==> config.mk <==
export PLATFORM = sky130hd
export DESIGN_NAME = flash_phy_arb
export DESIGN_NICKNAME = d
export VERILOG_FILES = /design/src/rtl/flash_arb_pkg.sv /design/src/rtl/flash_arb_rr.sv /design/src/rtl/flash_phy_arb.sv
export SDC_FILE = /design/constraint.sdc
export NUM_CORES = 1
export LEC_CHECK = 0
export BUFFER_PORTS_ARGS = -buffer_cell sky130_fd_sc_hd__buf_2
export CAP_MARGIN = 20
export CORE_ASPECT_RATIO = 2
export CORE_MARGIN = 1
export CORE_UTILIZATION = 25
export CTS_BUF_LIST = sky130_fd_sc_hd__clkbuf_8
export CTS_CLUSTER_DIAMETER = 150
export CTS_CLUSTER_SIZE = 25
export DETAILED_ROUTE_END_ITERATION = 7
export GPL_TIMING_DRIVEN = 0
export MAX_ROUTING_LAYER = met4
export RECOVER_POWER = 50
export SLEW_MARGIN = 20
export SYNTH_ARGS = -nofsm -noshare
export SYNTH_HDL_FRONTEND = slang
export SYNTH_SLANG_ARGS = --single-unit
==> constraint.sdc <==
create_clock -name clk_i -period 1.9 [get_ports clk_i]
set_clock_uncertainty 0.15 [all_clocks]
set_input_delay 0.095 -clock clk_i [delete_from_list [all_inputs] [get_ports clk_i]]
set_output_delay 0.095 -clock clk_i [all_outputs]
set_load 0.05 [all_outputs]
==> src/rtl/flash_arb_pkg.sv <==
// Shared types for the flash phy arbiter: phy op codes, arbiter states and requester ids.
package flash_arb_pkg;

  typedef enum logic [1:0] {
    FlashOpRead  = 2'd0,
    FlashOpProg  = 2'd1,
    FlashOpErase = 2'd2,
    FlashOpRsvd  = 2'd3
  } flash_op_e;

  typedef enum logic [1:0] {
    StIdle = 2'd0,
    StHost = 2'd1,
    StCtrl = 2'd2
  } arb_st_e;

  typedef enum logic {
    Host = 1'b0,
    Ctrl = 1'b1
  } requester_e;

endpackage

==> src/rtl/flash_arb_rr.sv <==
// Two-way round-robin picker: one-hot grant (bit0 host, bit1 ctrl), purely combinational.
// A tie goes to the requester opposite last_gnt; nothing is granted while en is low.
module flash_arb_rr
  import flash_arb_pkg::*;
(
  input  logic       en,
  input  logic [1:0] reqs,
  input  requester_e last_gnt,
  output logic [1:0] gnt
);

  always_comb begin
    gnt = 2'b00;
    if (en) begin
      case (reqs)
        2'b01:   gnt = 2'b01;
        2'b10:   gnt = 2'b10;
        2'b11:   gnt = (last_gnt == Host) ? 2'b10 : 2'b01;
        default: gnt = 2'b00;
      endcase
    end
  end

endmodule

==> src/rtl/flash_phy_arb.sv <==
// Shares the flash phy between host reads and controller ops, one transaction at a time; grant in cycle 0, phy req from cycle 1, response one cycle after phy done.
// Requesters hold req until gnt; optional watchdog FLASH_ARB_TIMEOUT_EN aborts a stuck phy after TimeoutCycles busy cycles.
module flash_phy_arb
  import flash_arb_pkg::*;
#(
  parameter int unsigned AddrW         = 10,
  parameter int unsigned DataW         = 32,
  parameter int unsigned TimeoutCycles = 1023
) (
  input  logic             clk_i,
  input  logic             rst_ni,
  input  logic             host_req_i,
  input  logic [AddrW-1:0] host_addr_i,
  output logic             host_gnt_o,
  output logic             host_rvalid_o,
  output logic [DataW-1:0] host_rdata_o,
  output logic             host_err_o,
  input  logic             ctrl_req_i,
  input  logic [1:0]       ctrl_op_i,
  input  logic [AddrW-1:0] ctrl_addr_i,
  input  logic [DataW-1:0] ctrl_wdata_i,
  output logic             ctrl_gnt_o,
  output logic             ctrl_done_o,
  output logic [DataW-1:0] ctrl_rdata_o,
  output logic             ctrl_err_o,
  output logic             flash_req_o,
  output logic [1:0]       flash_op_o,
  output logic [AddrW-1:0] flash_addr_o,
  output logic [DataW-1:0] flash_wdata_o,
  input  logic [DataW-1:0] flash_rdata_i,
  input  logic             flash_done_i,
  input  logic             flash_error_i
);

  arb_st_e          state_q, state_d;
  requester_e       last_gnt_q;
  flash_op_e        op_q;
  logic [AddrW-1:0] addr_q;
  logic [DataW-1:0] wdata_q;
  logic [1:0]       gnt;
  logic             resp_fire, resp_err, timeout_hit;
  logic [DataW-1:0] resp_rdata;
  logic             host_rvalid_q, host_err_q, ctrl_done_q, ctrl_err_q;
  logic [DataW-1:0] host_rdata_q, ctrl_rdata_q;

  flash_arb_rr u_rr (
    .en       (state_q == StIdle),
    .reqs     ({ctrl_req_i, host_req_i}),
    .last_gnt (last_gnt_q),
    .gnt      (gnt)
  );

`ifdef FLASH_ARB_TIMEOUT_EN
  localparam int unsigned CntW = $clog2(TimeoutCycles + 1);
  logic [CntW-1:0] tmo_cnt_q;

  // Held at zero while idle, so every transaction starts counting from 0.
  always_ff @(posedge clk_i or negedge rst_ni) begin
    if (!rst_ni) begin
      tmo_cnt_q <= '0;
    end else if (state_q == StIdle) begin
      tmo_cnt_q <= '0;
    end else begin
      tmo_cnt_q <= tmo_cnt_q + CntW'(1);
    end
  end

  assign timeout_hit = (tmo_cnt_q == CntW'(TimeoutCycles - 1));
`else
  logic unused_timeout;
  assign unused_timeout = ^TimeoutCycles;
  assign timeout_hit    = 1'b0;
`endif

  always_comb begin
    state_d    = state_q;
    resp_fire  = 1'b0;
    resp_err   = 1'b0;
    resp_rdata = '0;
    case (state_q)
      StIdle: begin
        if (gnt[0])      state_d = StHost;
        else if (gnt[1]) state_d = StCtrl;
      end
      StHost, StCtrl: begin
        // Reserved ops never reach the phy; they complete at once with an error.
        if (state_q == StCtrl && op_q == FlashOpRsvd) begin
          state_d   = StIdle;
          resp_fire = 1'b1;
          resp_err  = 1'b1;
        end else if (flash_done_i) begin
          state_d    = StIdle;
          resp_fire  = 1'b1;
          resp_err   = flash_error_i;
          resp_rdata = flash_rdata_i;
        end else if (timeout_hit) begin
          state_d    = StIdle;
          resp_fire  = 1'b1;
          resp_err   = 1'b1;
          resp_rdata = '1;
        end
      end
      default: state_d = StIdle;
    endcase
  end

  always_ff @(posedge clk_i or negedge rst_ni) begin
    if (!rst_ni) begin
      state_q       <= StIdle;
      last_gnt_q    <= Ctrl;
      op_q          <= FlashOpRead;
      addr_q        <= '0;
      wdata_q       <= '0;
      host_rvalid_q <= 1'b0;
      host_rdata_q  <= '0;
      host_err_q    <= 1'b0;
      ctrl_done_q   <= 1'b0;
      ctrl_rdata_q  <= '0;
      ctrl_err_q    <= 1'b0;
    end else begin
      state_q       <= state_d;
      host_rvalid_q <= resp_fire && (state_q == StHost);
      ctrl_done_q   <= resp_fire && (state_q == StCtrl);
      if (gnt[0]) begin
        last_gnt_q <= Host;
        op_q       <= FlashOpRead;
        addr_q     <= host_addr_i;
        wdata_q    <= '0;
      end else if (gnt[1]) begin
        last_gnt_q <= Ctrl;
        op_q       <= flash_op_e'(ctrl_op_i);
        addr_q     <= ctrl_addr_i;
        wdata_q    <= ctrl_wdata_i;
      end
      if (resp_fire && state_q == StHost) begin
        host_rdata_q <= resp_rdata;
        host_err_q   <= resp_err;
      end
      if (resp_fire && state_q == StCtrl) begin
        ctrl_rdata_q <= resp_rdata;
        ctrl_err_q   <= resp_err;
      end
    end
  end

  assign host_gnt_o    = gnt[0];
  assign ctrl_gnt_o    = gnt[1];
  assign host_rvalid_o = host_rvalid_q;
  assign host_rdata_o  = host_rdata_q;
  assign host_err_o    = host_err_q;
  assign ctrl_done_o   = ctrl_done_q;
  assign ctrl_rdata_o  = ctrl_rdata_q;
  assign ctrl_err_o    = ctrl_err_q;
  assign flash_req_o   = (state_q == StHost) || (state_q == StCtrl && op_q != FlashOpRsvd);
  assign flash_op_o    = op_q;
  assign flash_addr_o  = addr_q;
  assign flash_wdata_o = wdata_q;

endmodule

==> impl_metrics.tcl, run 1 <==
set metrics [dict create \
    run_status "finished clean" \
    final_cell_mix "185 x buf_2, 114 x dfrtp_1, 108 x a22o_1, 90 x dlygate4sd3_1, 34 x clkbuf_1" \
    layout_commonest_cell "buf_2" \
    p_leak_nw 3.51 \
    r2r_cells 7 \
    drive_gt1_share_pct 37.9 \
    drt-initial-drc-count 139 \
    core_area_mm2 0.0172 \
    final_nets 718 \
    dpl.cell_count 722 \
    clk_latency_ns 0.43 \
    cts-root-buf "clkbuf_8" \
    finalCriticalPeriod_ns 1.86 \
    wl_per_cell_um 16.9 \
    seqCellArea_mm2 0.00288 \
    r2r_slack_ns 0.04 \
    gr-total-overflow 0 \
    internal-power_w 0.00675 \
    place.gp.congestion 0.797 \
    path_clk_slew_ns 0.07 \
    rsz0062_at_grt "true" \
    drt_wl_total_mm 14.2 \
    min_to "last_gnt_q$_DFFE_PN1P_" \
    drtPass1Iterations 4 \
    ys_seq_area_share_pct 65.9 \
    cts-htree-levels 4 \
    power.switching_w 0.00740 \
    hold_path_class "in -> reg" \
    drcViolationCount 0 \
    hp-start "ctrl_req_i" \
    row_count 68 \
    min_path_cells 5 \
    clkPwrFrac_pct 13.8 \
    avgSynthCellArea_um2 14.3 \
    port_buffers 206 \
    cts_buffer_depth 2 \
    maxCapViolations 0 \
    synth_nets 400 \
    ir_drop_v 0.00111 \
    r2r_start "state_q[0]$_DFFE_PN0P_" \
    io_pins 207 \
    fillers 1644 \
    slew_headroom_pct 9.26 \
    fp.dieW_um 95.5 \
    ant_nets 0 \
    crit_arrival_ns 2.02 \
    p_seq_share_pct 30.4 \
    die_h_um 189 \
    drv_slew 0 \
    cts_tree "done" \
    required_ns 2.06 \
    timing.fmax_mhz 537 \
    stdcell_count 845 \
    antenna_found_initial 1 \
    critical_path.max_fanout 10 \
    synthCells 305 \
    grt_pass1_wl_mm 22.3 \
    crit_type "reg -> reg" \
    ys_seq_elements 115 \
    dr_total_vias 3998 \
    post-route-period-util_pct 98.0 \
    hpwl_mm 9.87 \
    synthesis.area_mm2 0.00437 \
    start_kind "flip-flop" \
    powerDensity_mw_per_mm2 2030 \
    synth_cell_types 25 \
    comb_power_share_pct 55.9 \
    viasPerCell 4.73 \
    numCtsBuffers 17 \
    grt_pass1_vias 4401 \
    multi_input_area_mm2 0.00135 \
    track_usage_pct 16.7 \
    fin_util_pct 40.5 \
    reg2reg_to "host_rdata_o[22]$_DFFE_PN0P_" \
    die-area_mm2 0.0180 \
    area_growth_syn_to_layout_pct 59.5 \
    grt_max_degree 60 \
    worstMarginPinSlew_ns 1.36 \
    cts_sinks 115 \
    finalHoldViolations 0 \
    sw_frac_of_total_pct 52.3 \
    finalSetupViolations 0 \
    yosys_warnings 0 \
    end_kind "flip-flop" \
    start_util_pct 25.4 \
]
stage by stage:
step / area [um^2] / hold slack (ns) / worst slack (ns) / power, W / setup TNS [ns]
final: 6960 / 0.0668 / 0.0375 / 0.0141 / 0
after global routing: 6960 / 0.0565 / -0.0334 / 0.0149 / -0.520
after CTS: 6980 / 0.00229 / 0.00150 / 0.0143 / 0
after detailed placement: 5700 / -0.0355 / -0.220 / 0.0120 / -3.09
after global placement: 5660 / 0.171 / -0.674 / 0.0119 / -75.57
after floorplan: 4370 / -0.351 / 0.0592 / 0.0100 / 0
power groups by stage:
stage | clock network, W | registers, W | logic [W]
global route | 0.00214 | 0.00444 | 0.00827
global placement | 0 | 0.00427 | 0.00761
finish | 0.00195 | 0.00429 | 0.00791
CTS | 0.00203 | 0.00429 | 0.00799
floorplan | 0 | 0.00819 | 0.00183
detailed placement | 0 | 0.00430 | 0.00775
cells by family after synthesis:
kind of cell	Yosys count	synth area share [%]
compound gates	137	26.9
simple gates	16	1.89
fa+ha+maj	3	0.860
flops	115	65.9
buf+inv	32	3.90
mux	2	0.516
critical path, stage by stage, from the launching register on:
cell and delay (ns):
dfrtp_1 0.40, inv_2 0.09, ha_2 0.21, a31oi_1 0.13
or2_1 0.25, buf_6 0.14, buf_6 0.14, a22o_1 0.24
layout make-up:
type / instances / area share [%]
sequential: 115 / 41.3
timing repair buffer: 300 / 28.1
multi-input combinational: 158 / 19.3
clock buffer: 21 / 4.15
tap: 210 / 3.77
buffer: 26 / 2.43
clock inverter: 9 / 0.593
inverter: 5 / 0.269
antenna: 1 / 0.0359
worst max-delay path by stage:
| stage | startpoint | to | slack [ns] |
|---|---|---|---|
| after CTS | state_q[0]$_DFFE_PN0P_ | ctrl_gnt_o | 0.002 |
| after floorplan | flash_op_o[1]$_DFFE_PN0P_ | host_rdata_o[10]$_DFFE_PN0P_ | 0.06 |
| after global routing | state_q[1]$_DFFE_PN0P_ | ctrl_gnt_o | -0.03 |
| final | state_q[0]$_DFFE_PN0P_ | host_rdata_o[22]$_DFFE_PN0P_ | 0.04 |
| after detailed placement | state_q[0]$_DFFE_PN0P_ | ctrl_gnt_o | -0.22 |
| after global placement | rst_ni | flash_wdata_o[19]$_DFFE_PN0P_ | -0.67 |
timing repair:
item	in CTS	in global routing
gates resized for setup	14	9
setup buffers	1	2
hold buffers	90	0
pin swaps	1	1
endpoints found under the setup margin	101	96
hold endpoints to repair	226	0
metal layers:
metal / global-route usage [%] / wire length (um) / up-vias
met5: - / 0 / -
met4: 7.86 / 246 / 0
met3: 3.69 / 733 / 15
met2: 30.1 / 7940 / 172
met1: 16.4 / 5320 / 2001
li1: - / - / 1810
synth_stat cells:
| cell | n | area, um^2 |
|---|---|---|
| clkbuf_1 | 7 | 26.3 |
| nand2_1 | 6 | 22.5 |
| a22oi_1 | 1 | 7.51 |
| o21a_1 | 1 | 7.51 |
| mux2_2 | 2 | 22.5 |
| nor2_1 | 2 | 7.51 |
| a21o_1 | 3 | 22.5 |
| buf_2 | 16 | 80.1 |
| o21ai_1 | 1 | 5.00 |
| a22o_1 | 108 | 946 |
| buf_6 | 4 | 45.0 |
| dfstp_2 | 1 | 26.3 |
| dfrtp_1 | 114 | 2850 |
| a31oi_1 | 1 | 6.26 |
| o2bb2ai_1 | 11 | 96.3 |
| a2bb2oi_1 | 1 | 8.76 |
| nor2b_1 | 1 | 6.26 |
| or2_1 | 1 | 6.26 |
| o21bai_1 | 10 | 75.1 |
| and4_1 | 2 | 17.5 |
| ha_1 | 3 | 37.5 |
| inv_1 | 5 | 18.8 |
| nor2_2 | 1 | 6.26 |
| and2_1 | 1 | 6.26 |
| nand3_1 | 2 | 10.0 |
flip-flops by register name, indices dropped and copies added (netlist names):
register	flops
flash_wdata_o	32
flash_op_o	2
host_rvalid_o	1
host_rdata_o	32
host_err_o	1
last_gnt_q	1
ctrl_err_o	1
ctrl_rdata_o	32
ctrl_done_o	1
state_q	2
flash_addr_o	10
No activity file was read; power rests on OpenSTA's default activity.
==> inputs of run 2 (changes only) <==
--- a/config.mk
+++ b/config.mk
@@ -9,13 +9,14 @@
 export CAP_MARGIN = 20
 export CORE_ASPECT_RATIO = 2
 export CORE_MARGIN = 1
-export CORE_UTILIZATION = 25
+export CORE_UTILIZATION = 43
 export CTS_BUF_LIST = sky130_fd_sc_hd__clkbuf_8
 export CTS_CLUSTER_DIAMETER = 150
 export CTS_CLUSTER_SIZE = 25
 export DETAILED_ROUTE_END_ITERATION = 7
-export GPL_TIMING_DRIVEN = 0
+export HOLD_SLACK_MARGIN = 0.08
 export MAX_ROUTING_LAYER = met4
+export PLACE_DENSITY = 0.78
 export RECOVER_POWER = 50
 export SLEW_MARGIN = 20
 export SYNTH_ARGS = -nofsm -noshare
==> run 2 against run 1 <==
Net effect:
- wire length shrank 2.0%
- count of clock-buffer cells in the layout decreased by 4
- sequential share of layout area up 0.63 points
- sequential power grew 1%
- critical path depth is 1 lower
- sequential cell count stayed put
- first-iteration DRC count is 74% higher
==> impl_metrics.tcl, run 2 (synthesis results as in run 1) <==
set metrics [dict create \
    die-area_mm2 0.0106 \
    fillers 709 \
    ir_drop_v 0.00150 \
    drt-initial-drc-count 242 \
    grt_pass1_vias 4335 \
    stdcell_count 752 \
    fin_util_pct 69.8 \
    drtPass1Iterations 4 \
    layout_commonest_cell "buf_2" \
    wl_per_cell_um 18.5 \
    drcViolationCount 0 \
    placed_area_mm2 0.00556 \
    powerDensity_mw_per_mm2 2100 \
    finalHoldViolations 0 \
    io_pins 207 \
    numCtsBuffers 17 \
    start_util_pct 44.4 \
    viasPerCell 5.43 \
    drv_slew 0 \
    gr-total-overflow 0 \
    area_growth_syn_to_layout_pct 57.1 \
    crit_type "in -> reg" \
    ant_nets 0 \
    finalSetupViolations 0 \
    required_ns 2.05 \
    start_kind "input pin" \
    grt_pass1_wl_mm 21.3 \
    hpwl_mm 8.10 \
    port_buffers 206 \
    dpl.cell_count 627 \
    path_clk_slew_ns 0.07 \
    die_h_um 145 \
    drive_gt1_share_pct 33.5 \
    n_antenna_cell 0 \
    track_usage_pct 28.1 \
    cts_tree "done" \
    dr_total_vias 4084 \
    fp.dieW_um 73.3 \
    final_cell_mix "147 x buf_2, 114 x dfrtp_1, 108 x a22o_1, 91 x dlygate4sd3_1, 56 x clkbuf_1" \
    worstMarginPinSlew_ns 1.01 \
    core_area_mm2 0.00983 \
    cts_buffer_depth 2 \
    hold_path_class "in -> reg" \
    finalSetupTns_ns 0 \
    critical_path.max_fanout 5 \
    cts-root-buf "clkbuf_8" \
    cts_sinks 115 \
    timing.fmax_mhz 539 \
    maxCapViolations 0 \
    antenna_found_initial 0 \
    place.gp.congestion 0.802 \
    crit_arrival_ns 2.01 \
    drt_wl_total_mm 13.9 \
    post-route-period-util_pct 97.6 \
    end_kind "flip-flop" \
    finalInstanceArea_mm2 0.00686 \
    hold_ws_ns 0.106 \
    finalCriticalPeriod_ns 1.85 \
    p_leak_nw 3.38 \
    row_count 51 \
    final_nets 702 \
    cts-htree-levels 4 \
    run_status "finished clean" \
    slew_headroom_pct 32.7 \
    clk_latency_ns 0.41 \
    grt_max_degree 116 \
]
## run 2: worst max-delay path, stage by stage
cell,delay (ns)
dlygate4sd3_1,0.54
buf_2,0.17
nor2_1,0.06
dlygate4sd3_1,0.56
a22oi_1,0.21
mux2_2,0.37
## run 2: routing by layer
metal | global-route usage (%) | share of wire, % | vias up
met5 | - | 0 | -
met4 | 14.4 | 3.6 | 0
met3 | 6.69 | 5.9 | 40
met2 | 46.6 | 53 | 233
met1 | 30.8 | 37 | 2032
li1 | - | - | 1779
## run 2: worst paths after layout
kind | start | to | slack (ns) | cells past startpoint
max in group asynchronous | rst_ni | flash_addr_o[9]$_DFFE_PN0P_ | 0.57 | 3
min reg2reg | flash_addr_o[3]$_DFFE_PN0P_ | flash_addr_o[3]$_DFFE_PN0P_ | 0.35 | 1
min | ctrl_req_i | flash_wdata_o[0]$_DFFE_PN0P_ | 0.11 | 3
min in group asynchronous | rst_ni | flash_wdata_o[21]$_DFFE_PN0P_ | 0.33 | 3
max | host_req_i | state_q[0]$_DFFE_PN0P_ | 0.05 | 6
max reg2reg | state_q[0]$_DFFE_PN0P_ | host_rdata_o[31]$_DFFE_PN0P_ | 0.06 | 6
## run 2: timing repair
item                       CTS  global route
setup buffers                0             1
setup endpoints to repair    2            36
pin swaps                    1             3
hold endpoints to repair   227             0
hold buffers                91             0
resized for setup            8             7
## run 2: stage by stage
step / setup slack (ns) / power (W)
after CTS: -0.000249 / 0.0144
final: 0.0459 / 0.0144
after floorplan: 0.0592 / 0.0100
after detailed placement: 0.0578 / 0.0120
after global placement: 0.125 / 0.0118
after global routing: -0.00509 / 0.0150
## run 2: cell type report
cell class | count | area (um^2) | area share, %
tap | 132 | 165 | 2.41
clock inverter | 15 | 148 | 2.15
clock buffer | 17 | 234 | 3.41
multi-input combinational | 158 | 1360 | 19.9
sequential | 115 | 2880 | 42.0
timing repair buffer | 310 | 2050 | 29.9
inverter | 5 | 18.8 | 0.274
## run 2: power by group
part / switching [W] / internal [W]
registers: 0.000737 / 0.00361
logic: 0.00580 / 0.00209
clock network: 0.00112 / 0.00107
